### src/rtl/pbus_pkg.sv
// ---------------------------------------------------------------------------
// pbus_pkg
// Shared constants and types for the peripheral-page arbiter.
//   - bus widths and slave count
//   - slave strobe indices (bit positions in s_stb)
//   - inclusive base/limit of every mapped region
//   - arbiter FSM state encoding
//   - in_range() helper used by the address decoder
// ---------------------------------------------------------------------------
package pbus_pkg;

    localparam int ADR_W = 11;
    localparam int DAT_W = 8;
    localparam int SLV_N = 7;
    localparam int CNT_W = 4;

    // Strobe bit positions.
    localparam int SLV_SPI     = 0;
    localparam int SLV_GPIO    = 1;
    localparam int SLV_TIMER   = 2;
    localparam int SLV_INTC    = 3;
    localparam int SLV_CLKC    = 4;
    localparam int SLV_SYSCALL = 5;
    localparam int SLV_SPM     = 6;

    // Inclusive region bounds.
    localparam logic [ADR_W-1:0] SPI_BASE      = 11'h000;
    localparam logic [ADR_W-1:0] SPI_LIMIT     = 11'h007;
    localparam logic [ADR_W-1:0] GPIO_BASE     = 11'h008;
    localparam logic [ADR_W-1:0] GPIO_LIMIT    = 11'h00F;
    localparam logic [ADR_W-1:0] TIMER_BASE    = 11'h010;
    localparam logic [ADR_W-1:0] TIMER_LIMIT   = 11'h017;
    localparam logic [ADR_W-1:0] INTC_BASE     = 11'h018;
    localparam logic [ADR_W-1:0] INTC_LIMIT    = 11'h01F;
    localparam logic [ADR_W-1:0] CLKC_BASE     = 11'h020;
    localparam logic [ADR_W-1:0] CLKC_LIMIT    = 11'h027;
    localparam logic [ADR_W-1:0] SYSCALL_BASE  = 11'h300;
    localparam logic [ADR_W-1:0] SYSCALL_LIMIT = 11'h3FF;
    localparam logic [ADR_W-1:0] SPM_BASE      = 11'h400;
    localparam logic [ADR_W-1:0] SPM_LIMIT     = 11'h7FF;

    // Arbiter states.
    //   ST_IDLE : no owner, arbitrate between requesters
    //   ST_XFER : slave strobe asserted, wait-state counter running
    //   ST_ACK  : single acknowledge cycle to the owner
    //   ST_OWN  : owner still holds CYC; next STB starts a transfer directly
    typedef enum logic [1:0] {
        ST_IDLE = 2'd0,
        ST_XFER = 2'd1,
        ST_ACK  = 2'd2,
        ST_OWN  = 2'd3
    } state_t;

    function automatic logic in_range(input logic [ADR_W-1:0] adr,
                                      input logic [ADR_W-1:0] base,
                                      input logic [ADR_W-1:0] limit);
        return (adr >= base) && (adr <= limit);
    endfunction

endpackage

### src/rtl/pbus_addr_decode.sv
// ---------------------------------------------------------------------------
// pbus_addr_decode
// Purely combinational decode of an 11-bit peripheral-page address into a
// one-hot slave select. Addresses outside every region give sel = 0 and
// unmapped = 1.
// Ports:
//   adr      in  11  address to decode
//   sel      out  7  one-hot slave select (SPI..SPM, bit order as s_stb)
//   unmapped out  1  address hits no region
// ---------------------------------------------------------------------------
module pbus_addr_decode
    import pbus_pkg::*;
(
    input  logic [ADR_W-1:0] adr,
    output logic [SLV_N-1:0] sel,
    output logic             unmapped
);

    always_comb begin
        sel              = '0;
        sel[SLV_SPI]     = in_range(adr, SPI_BASE,     SPI_LIMIT);
        sel[SLV_GPIO]    = in_range(adr, GPIO_BASE,    GPIO_LIMIT);
        sel[SLV_TIMER]   = in_range(adr, TIMER_BASE,   TIMER_LIMIT);
        sel[SLV_INTC]    = in_range(adr, INTC_BASE,    INTC_LIMIT);
        sel[SLV_CLKC]    = in_range(adr, CLKC_BASE,    CLKC_LIMIT);
        sel[SLV_SYSCALL] = in_range(adr, SYSCALL_BASE, SYSCALL_LIMIT);
        sel[SLV_SPM]     = in_range(adr, SPM_BASE,     SPM_LIMIT);
        unmapped         = ~|sel;
    end

endmodule

### src/rtl/pbus_arbiter.sv
// ---------------------------------------------------------------------------
// pbus_arbiter
// Two-master Wishbone arbiter and address decoder for the 11-bit peripheral
// page. Grants one master at a time (round-robin on ties), drives one-hot
// slave strobes, counts per-region wait states, registers read data per
// master and is the only source of ACK/ERR on this page.
//
// Handshake: a master requests with cyc&stb and must hold address, data and
// we stable until it sees ack. ack (and err for unmapped addresses) is high
// for exactly one cycle. While a master keeps cyc high after its ack it keeps
// the grant, and its next stb starts a transfer without re-arbitration.
// Dropping cyc before ack aborts the transfer and no ack is produced.
//
// Ports:
//   clk, rst                  clock, asynchronous active-low reset
//   m0_* / m1_*               master ports (adr, dat_i, dat_o, we, cyc, stb,
//                             ack, err); M0 = core, M1 = DMA/debug
//   s_adr, s_dat_o, s_we      owner's address/write data/we to the slaves
//   s_cyc, s_stb[6:0]         cycle and one-hot slave strobes
//   s_first                   first cycle of each transfer
//   s_dat_i[55:0]             packed slave read data, slave k at [8k+7:8k]
//   gnt[1:0]                  current owner {M1,M0}, 00 when idle
//   err_flag, err_addr, err_clr  sticky unmapped-access flag, address, clear
// ---------------------------------------------------------------------------
module pbus_arbiter
    import pbus_pkg::*;
#(
    parameter int WS_PERIPH  = 1,
    parameter int WS_SYSCALL = 0,
    parameter int WS_SPM     = 0
) (
    input  logic                   clk,
    input  logic                   rst,

    input  logic [ADR_W-1:0]       m0_adr,
    input  logic [DAT_W-1:0]       m0_dat_i,
    output logic [DAT_W-1:0]       m0_dat_o,
    input  logic                   m0_we,
    input  logic                   m0_cyc,
    input  logic                   m0_stb,
    output logic                   m0_ack,
    output logic                   m0_err,

    input  logic [ADR_W-1:0]       m1_adr,
    input  logic [DAT_W-1:0]       m1_dat_i,
    output logic [DAT_W-1:0]       m1_dat_o,
    input  logic                   m1_we,
    input  logic                   m1_cyc,
    input  logic                   m1_stb,
    output logic                   m1_ack,
    output logic                   m1_err,

    output logic [ADR_W-1:0]       s_adr,
    output logic [DAT_W-1:0]       s_dat_o,
    output logic                   s_we,
    output logic                   s_cyc,
    output logic [SLV_N-1:0]       s_stb,
    output logic                   s_first,
    input  logic [SLV_N*DAT_W-1:0] s_dat_i,

    output logic [1:0]             gnt,
    output logic                   err_flag,
    output logic [ADR_W-1:0]       err_addr,
    input  logic                   err_clr
);

    // -----------------------------------------------------------------------
    // State and registers
    // -----------------------------------------------------------------------
    state_t             state_q, state_d;
    logic [1:0]         gnt_q, gnt_d;
    logic [1:0]         last_q, last_d;
    logic [CNT_W-1:0]   cnt_q, cnt_d;
    logic [SLV_N-1:0]   sel_q, sel_d;
    logic               unm_q, unm_d;
    logic               first_q, first_d;
    logic [DAT_W-1:0]   m0_rd_q, m1_rd_q;
    logic               err_flag_q;
    logic [ADR_W-1:0]   err_addr_q;

    logic               ld_rd;
    logic               set_err;

    // -----------------------------------------------------------------------
    // Arbitration
    // -----------------------------------------------------------------------
    logic req0, req1;
    logic pick0, pick1;

    assign req0  = m0_cyc & m0_stb;
    assign req1  = m1_cyc & m1_stb;
    // On a tie the master that did not own the bus last time wins.
    assign pick1 = req1 & (~req0 | last_q[0]);
    assign pick0 = req0 & ~pick1;

    // -----------------------------------------------------------------------
    // Owner mux. In IDLE the decoder looks at the arbitration winner so the
    // wait-state count can be loaded on the granting edge; otherwise it looks
    // at the registered owner.
    // -----------------------------------------------------------------------
    logic               dec_m1;
    logic [ADR_W-1:0]   dec_adr;
    logic [SLV_N-1:0]   dec_sel;
    logic               dec_unm;

    assign dec_m1  = (state_q == ST_IDLE) ? pick1 : gnt_q[1];
    assign dec_adr = dec_m1 ? m1_adr : m0_adr;

    pbus_addr_decode u_decode (
        .adr      (dec_adr),
        .sel      (dec_sel),
        .unmapped (dec_unm)
    );

    logic [ADR_W-1:0]   own_adr;
    logic [DAT_W-1:0]   own_dat;
    logic               own_we;
    logic               own_cyc;
    logic               own_stb;

    assign own_adr = gnt_q[1] ? m1_adr   : m0_adr;
    assign own_dat = gnt_q[1] ? m1_dat_i : m0_dat_i;
    assign own_we  = gnt_q[1] ? m1_we    : m0_we;
    assign own_cyc = gnt_q[1] ? m1_cyc   : (gnt_q[0] & m0_cyc);
    assign own_stb = gnt_q[1] ? m1_stb   : (gnt_q[0] & m0_stb);

    // Wait states per region; unmapped accesses complete without waiting.
    function automatic logic [CNT_W-1:0] ws_of(input logic [SLV_N-1:0] sel,
                                               input logic             unm);
        if (unm)
            return '0;
        else if (sel[SLV_SPM])
            return CNT_W'(WS_SPM);
        else if (sel[SLV_SYSCALL])
            return CNT_W'(WS_SYSCALL);
        else
            return CNT_W'(WS_PERIPH);
    endfunction

    // Read-data mux: AND-OR over the registered one-hot select, so an
    // unmapped access (sel_q == 0) naturally returns 0x00.
    logic [DAT_W-1:0] slv_rd;

    always_comb begin
        slv_rd = '0;
        for (int k = 0; k < SLV_N; k++) begin
            if (sel_q[k])
                slv_rd = slv_rd | s_dat_i[DAT_W*k +: DAT_W];
        end
    end

    // -----------------------------------------------------------------------
    // FSM next-state logic
    // -----------------------------------------------------------------------
    always_comb begin
        state_d = state_q;
        gnt_d   = gnt_q;
        last_d  = last_q;
        cnt_d   = cnt_q;
        sel_d   = sel_q;
        unm_d   = unm_q;
        first_d = 1'b0;
        ld_rd   = 1'b0;
        set_err = 1'b0;

        case (state_q)
            ST_IDLE: begin
                if (pick0 | pick1) begin
                    gnt_d   = {pick1, pick0};
                    last_d  = {pick1, pick0};
                    cnt_d   = ws_of(dec_sel, dec_unm);
                    sel_d   = dec_sel;
                    unm_d   = dec_unm;
                    first_d = 1'b1;
                    state_d = ST_XFER;
                end
            end

            ST_XFER: begin
                // Abort takes priority over completion, even on the last
                // wait-state cycle.
                if (!own_cyc) begin
                    gnt_d   = 2'b00;
                    state_d = ST_IDLE;
                end else if (cnt_q != '0) begin
                    cnt_d = cnt_q - 1'b1;
                end else begin
                    ld_rd   = 1'b1;
                    set_err = unm_q;
                    state_d = ST_ACK;
                end
            end

            ST_ACK: begin
                state_d = ST_OWN;
            end

            ST_OWN: begin
                if (!own_cyc) begin
                    gnt_d   = 2'b00;
                    state_d = ST_IDLE;
                end else if (own_stb) begin
                    cnt_d   = ws_of(dec_sel, dec_unm);
                    sel_d   = dec_sel;
                    unm_d   = dec_unm;
                    first_d = 1'b1;
                    state_d = ST_XFER;
                end
            end

            default: begin
                gnt_d   = 2'b00;
                state_d = ST_IDLE;
            end
        endcase
    end

    // -----------------------------------------------------------------------
    // Registers
    // -----------------------------------------------------------------------
    always_ff @(posedge clk or negedge rst) begin
        if (!rst) begin
            state_q <= ST_IDLE;
            gnt_q   <= 2'b00;
            last_q  <= 2'b10;
            cnt_q   <= '0;
            sel_q   <= '0;
            unm_q   <= 1'b0;
            first_q <= 1'b0;
        end else begin
            state_q <= state_d;
            gnt_q   <= gnt_d;
            last_q  <= last_d;
            cnt_q   <= cnt_d;
            sel_q   <= sel_d;
            unm_q   <= unm_d;
            first_q <= first_d;
        end
    end

    // Per-master read registers: each holds its value until that master's
    // next completed transfer.
    always_ff @(posedge clk or negedge rst) begin
        if (!rst) begin
            m0_rd_q <= '0;
            m1_rd_q <= '0;
        end else if (ld_rd) begin
            if (gnt_q[0])
                m0_rd_q <= slv_rd;
            if (gnt_q[1])
                m1_rd_q <= slv_rd;
        end
    end

    // Sticky error: a new unmapped access beats a simultaneous clear.
    always_ff @(posedge clk or negedge rst) begin
        if (!rst) begin
            err_flag_q <= 1'b0;
            err_addr_q <= '0;
        end else if (set_err) begin
            err_flag_q <= 1'b1;
            err_addr_q <= own_adr;
        end else if (err_clr) begin
            err_flag_q <= 1'b0;
        end
    end

    // -----------------------------------------------------------------------
    // Outputs (decoded from registered state so reset clears them at once)
    // -----------------------------------------------------------------------
    logic in_xfer;
    logic in_ack;

    assign in_xfer  = (state_q == ST_XFER);
    assign in_ack   = (state_q == ST_ACK);

    assign s_cyc    = in_xfer;
    assign s_stb    = in_xfer ? sel_q   : '0;
    assign s_first  = in_xfer & first_q;
    assign s_adr    = in_xfer ? own_adr : '0;
    assign s_dat_o  = in_xfer ? own_dat : '0;
    assign s_we     = in_xfer & own_we;

    assign m0_ack   = in_ack & gnt_q[0];
    assign m1_ack   = in_ack & gnt_q[1];
    assign m0_err   = m0_ack & unm_q;
    assign m1_err   = m1_ack & unm_q;
    assign m0_dat_o = m0_rd_q;
    assign m1_dat_o = m1_rd_q;

    assign gnt      = gnt_q;
    assign err_flag = err_flag_q;
    assign err_addr = err_addr_q;

endmodule
### config.mk
export PLATFORM = sky130hd
export DESIGN_NAME = pbus_arbiter
export DESIGN_NICKNAME = d
export VERILOG_FILES = /design/src/rtl/pbus_pkg.sv /design/src/rtl/pbus_addr_decode.sv /design/src/rtl/pbus_arbiter.sv
export SDC_FILE = /design/constraint.sdc
export NUM_CORES = 1
export LEC_CHECK = 0
export CAP_MARGIN = 20
export CORE_MARGIN = 3
export CORE_UTILIZATION = 43
export CTS_BUF_LIST = sky130_fd_sc_hd__clkbuf_8
export DETAILED_ROUTE_END_ITERATION = 8
export GPL_TIMING_DRIVEN = 1
export MAX_ROUTING_LAYER = met4
export PLACE_DENSITY = 0.85
export SLEW_MARGIN = 20
export SYNTH_ARGS = -nofsm -noshare
export SYNTH_HDL_FRONTEND = slang
export SYNTH_SLANG_ARGS = --single-unit
### constraint.sdc
create_clock -name clk -period 4.4 [get_ports clk]
set_input_delay 0.88 -clock clk [delete_from_list [all_inputs] [get_ports clk]]
set_output_delay 0.88 -clock clk [all_outputs]
set_load 0.05 [all_outputs]
==> metrics.txt, run 1 <==
Clock transition at path regs roughly 0.09 ns; drt pass-1 iters 5; fin crit share a little over 80%; Slew headroom approximately a third; CP endpoint s_adr[1]; status complete, no violations; crit path launch gnt[1]$_DFFE_PN0P_; critical path type reg2out; Arr. time, crit path between 2 and 3 ns; Mapped Cells ~330; routed vias/inst 5.602; YS warnings 0; CTS tree built; Setup Skew 0.007485 ns; GP Congestion between 0.9 and 1; CP startpoint kind flip-flop; CTS H-Tree Depth 2; EDFF count, synth 0; setup violators final 0; Data required, critical path about 3.5 ns; Worst Tran Pin Value 0.9816 ns; Max Buffers Root-to-Sink 2; Ports between 150 and 200; Synth Net Count approximately 450; largest net degree at the start of global routing 47; Initial Utilization a little under half; Reg-to-Reg End err_addr[9]$_DFFE_PN0P_; Setup WS post-layout between 0.8 and 0.9 ns; Worst Setup End Kind primary output; core area 6495 µm²; Syn-to-layout area delta 59.96%; area leader, netlist dfrtp_1; 1st-iter DRT viols 173; Total GRT Usage about a quarter; Reg2Reg Depth 5; first-pass GRT wire length 14.55 mm; Final Core Density 72.57%; Pwr Density 629.2 nW/µm²; Synth async-reset ratio 100.0%; DRC 0; Crit Path Max Fanout 23; Syn Area/Cell slightly below 9 µm²; Layout Nets about 600; initial antenna violation count 0; setup tns final 0 ns; Synth Cell Area a little under 3000 µm²; number of diodes 0; min Tclk post-route ~3.6 ns; Die X around 89 µm; leading post-synthesis cells by cell area dfrtp_1, mux2i_1, nand2_1; max_cap viols 0; cts bufs inserted 5; row count 29; # resized after CTS 0; GRT Residual Overflow 0; unique cell type count in the Yosys netlist 51; post-DR wirelength/cell around 17 µm; Post-CTS Hold Fix Bufs 0; CTS Sinks 46; vias in the first global route 3133; RR Startpoint gnt[1]$_DFFE_PN0P_; Vias around 3200; commonest cells after routing, fill and taps aside clkdlybuf4s50_1, dfrtp_1, nand2_1; peak supply drop approximately 0.47 mV; share of post-route cells with drive strength above 1 between 5 and 6%; port bufs between 150 and 200; Post-CTS Repair Setup Buffers 0; # fillers 533; hold_ws 0.4858 ns; pre-CTS setup slack just over 0.9 ns; final hold violation count 0; commonest non-fill, non-tap cell in the layout clkdlybuf4s50_1; remaining antenna violation count after routing 0; Synth Register Bits 46; clock latency on the worst-skew pair just over 0.3 ns; Final HPWL DP around 7.6 mm; register area share after synthesis between 30% and 40%; Fmax ~280 MHz; Most used DFF post-synth dfrtp_1; Hold Crit Class reg2reg; RSZ-0062 raised after global routing false; leak pwr roughly 1.9 nW; die area 7882 µm²; Detailed Route WL about 9.8 mm; share of the synthesized area in the top cell type between 30% and 40%; Root Buffer clkbuf_8; reg-to-reg slack, setup ~1.7 ns; count of final max-slew check failures 0; Die Y 88.78 µm
-- critical path, cell delays in order (launching register included) --
cell,delay [ns]
dfrtp_1,1.00
buf_4,0.35
mux2i_1,0.25
nor2_1,0.07
clkdlybuf4s50_1,0.74
-- Yosys cell counts (all sizes together), types with 7 or more instances --
library cell,count
a21oi,15
a222oi,8
a22oi,18
and2,10
and3,11
clkbuf,14
dfrtp,46
ha,8
inv,9
mux2i,24
nand2,44
nor2,40
o21ai,30
o31ai,7
-- per-stage QoR --
stage	cell area [µm²]	std cells	power, mW
finish	4713	566	2.966
global route	4713	566	3.143
CTS	4711	566	2.981
detailed placement	4617	558	2.703
global placement	4617	558	2.661
floorplan	2947	334	2.037
-- report_power, final --
part,leakage [nW],internal [mW],total [mW],switching (mW)
Combinational,1.21,0.702,1.98,1.28
Sequential,0.612,0.561,0.710,0.148
Clock,0.0447,0.115,0.273,0.158
-- how the worst min path moves through the flow --
| stage | slack, ns | depth (start not counted) | start | end |
|---|---|---|---|---|
| after floorplan | 0.45 | 1 | last_q[0]$_DFFE_PN0P_ | last_q[0]$_DFFE_PN0P_ |
| after global placement | 0.46 | 2 | m0_dat_o[4]$_DFFE_PN0P_ | m0_dat_o[4]$_DFFE_PN0P_ |
| after detailed placement | 0.47 | 2 | err_addr[6]$_DFFE_PN0P_ | err_addr[6]$_DFFE_PN0P_ |
| after CTS | 0.49 | 2 | err_addr[6]$_DFFE_PN0P_ | err_addr[6]$_DFFE_PN0P_ |
| after global routing | 0.50 | 2 | m0_dat_o[2]$_DFFE_PN0P_ | m0_dat_o[2]$_DFFE_PN0P_ |
| final | 0.49 | 2 | err_addr[6]$_DFFE_PN0P_ | err_addr[6]$_DFFE_PN0P_ |
-- routing by layer --
layer	global-route usage (%)	wire (µm)
met5	-	0
met4	8.242	231
met3	8.007	1213
met2	42.44	4670
met1	27.52	3727
-- sequential cells by signal, indices dropped and copies added (netlist names), named ones only --
register and count:
cnt_q 4, err_addr 11, err_flag 1, first_q 1, gnt 2, last_q 1
m0_dat_o 8, m1_dat_o 8, sel_q 7, state_q 1, unm_q 1
-- layout make-up --
cell class,instances,area (µm²),area share [%]
Sequential cell,46,1151,24.42
Tap cell,77,96.34,2.044
Inverter,9,33.78,0.7168
Timing Repair Buffer,167,1664,35.31
Multi-Input combinational cell,259,1674,35.52
Clock inverter,3,25.02,0.5309
Clock buffer,5,68.82,1.460
-- cell families after synthesis --
| kind of cell | Yosys count | share of synthesized area, % |
|---|---|---|
| AND/OR/NAND/NOR | 133 | 22.68 |
| adder cells (fa/ha/maj) | 8 | 3.397 |
| flip-flops | 46 | 39.07 |
| buffers and inverters | 29 | 4.119 |
| AO/OA/AOI/OAI | 92 | 21.83 |
| multiplexers | 26 | 8.917 |
Note: power is estimated with default switching activity, not from simulation.
==> run 2, diff against run 1 <==
Settings changed: CORE_UTILIZATION 43 to 36, PLACE_DENSITY 0.85 to 0.75.
Clock period 4.4 ns to 3 ns, I/O delays scaled along.
==> run 2 against run 1 <==
  * Clock skew decreased by 0.0015 ns
  * Flip-flop and latch count unchanged
  * Global-route usage decreased by 3.0 points
  * Critical path type unchanged
  * Critical endpoint is now m0_err
  * Highest routed layer unchanged
==> metrics.txt, run 2 (synthesis results as in run 1) <==
status complete, no violations; Slew headroom a little over 60%; Layout Nets a little over 600; GRT Residual Overflow 0; Max Buffers Root-to-Sink 2; Clock transition at path regs roughly 0.090 ns; Crit Path Max Fanout 5; Syn-to-layout area delta 70.02%; share of post-route cells with drive strength above 1 about an eighth; Setup Skew 0.006011 ns; Hold Crit Class in2async; Arr. time, crit path 2.07 ns; Die X 96.47 µm; Cell Count, Final, Fillers Out 596; critical path type reg2out; Data required, critical path approximately 2.4 ns; die area 9306 µm²; Initial Utilization approximately 38%; clock latency on the worst-skew pair 0.30 ns; initial antenna violation count 0; Post-CTS Repair Setup Buffers 0; Root Buffer clkbuf_8; peak supply drop 0.8220 mV; CP cell instances inv_1 > ha_1 > and3_1 > clkdlybuf4s50_1; Slowest-stage cell, CP clkdlybuf4s50_1; setup violators final 0; Die Y 96.47 µm; drt pass-1 iters 4; core area 7848 µm²; Cells after DPL 588; max_cap viols 0; final hold violation count 0; Pwr Density around 960 nW/µm²; Post-CTS Hold Fix Bufs 0; Total GRT Usage a little over a fifth; vias in the first global route about 3200; CTS H-Tree Depth 2; Worst Tran Pin Value 0.5941 ns; # resized after CTS 0; Final HPWL DP slightly below 8 mm; GP Congestion ~0.91; Fmax approximately 370 MHz; commonest non-fill, non-tap cell in the layout clkdlybuf4s50_1; post-DR wirelength/cell 16.81 µm; CTS Sinks between 40 and 50; row count 32; CP peak stage delay around 0.80 ns; DRC 0; fin crit share 89.15%; Vias 3167; leak pwr between 2 and 2.5 nW; commonest cells after routing, fill and taps aside clkdlybuf4s50_1, dfrtp_1, nand2_1; min Tclk post-route between 2 and 3 ns; Worst Setup End Kind primary output; largest net degree at the start of global routing between 40 and 50; Ports around 170; CP startpoint kind flip-flop; max reg flops 11; routed vias/inst 5.314; number of diodes 0; first-pass GRT wire length ~15 mm; CTS tree built; setup tns final 0 ns; cts bufs inserted 5; 1st-iter DRT viols roughly 170; RSZ-0062 raised after global routing false; remaining antenna violation count after routing 0; count of final max-slew check failures 0; Detailed Route WL approximately 10 mm; port bufs ~170
## run 2: worst paths after layout
| path | from | end | slack [ns] | depth (start not counted) |
|---|---|---|---|---|
| worst max-delay path | state_q[0]$_DFFE_PN0P_ | m0_err | 0.33 | 4 |
| worst min-delay path | rst | m1_dat_o[0]$_DFFE_PN0P_ | 0.30 | 1 |
| worst max register to register | flip-flop | state_q[0]$_DFFE_PN0P_ | 0.82 | 9 |
| worst min register to register | m0_dat_o[1]$_DFFE_PN0P_ | m0_dat_o[1]$_DFFE_PN0P_ | 0.49 | 2 |
| max in group asynchronous | rst | err_addr[4]$_DFFE_PN0P_ | 2.30 | 1 |
| min in group clk | m0_dat_o[1]$_DFFE_PN0P_ | m0_dat_o[1]$_DFFE_PN0P_ | 0.49 | 2 |
## run 2: critical path, delay by kind of cell (launching register included)
kind	cells	cell delay, ns
DFF	1	0.44
buffers and inverters	2	0.96
adders and majority gates	1	0.23
and+or+nand+nor	1	0.16
## run 2: area by class of cell
cell class	count	area [µm²]
tap	102	127.6
sequential	46	1151
clock buffer	5	68.82
multi-input combinational	259	1674
fill	646	2838
timing repair buffer	172	1914
clock inverter	3	40.04
inverter	9	33.78
## run 2: layer usage
layer,part of all wire (%),up-vias,wire [µm],track usage (%)
met2,47,150,4712,37.13
li1,-,1531,-,-
met5,0,-,0,-
met3,12,6,1159,6.739
met1,41,1480,4062,25.50
met4,0.87,0,87,5.491
## run 2: through the flow
step	worst slack [ns]	utilization (%)	cell area, µm²	power, mW	hold slack [ns]
global route	0.2091	63.84	5010	5.092	0.3381
finish	0.3255	63.84	5010	4.808	0.2952
global placement	0.5958	62.42	4898	4.324	0.4601
floorplan	0.05445	-	2947	2.988	0.3044
CTS	0.3035	63.81	5007	4.844	0.4950
detailed placement	0.5381	62.42	4898	4.370	0.4747
## run 2: report_power, final
| group | total [mW] | internal [mW] | switching [mW] |
|---|---|---|---|
| logic | 3.32 | 1.33 | 1.99 |
| clock network | 0.458 | 0.245 | 0.212 |
| registers | 1.03 | 0.824 | 0.206 |
| total | 4.81 | 2.40 | 2.41 |
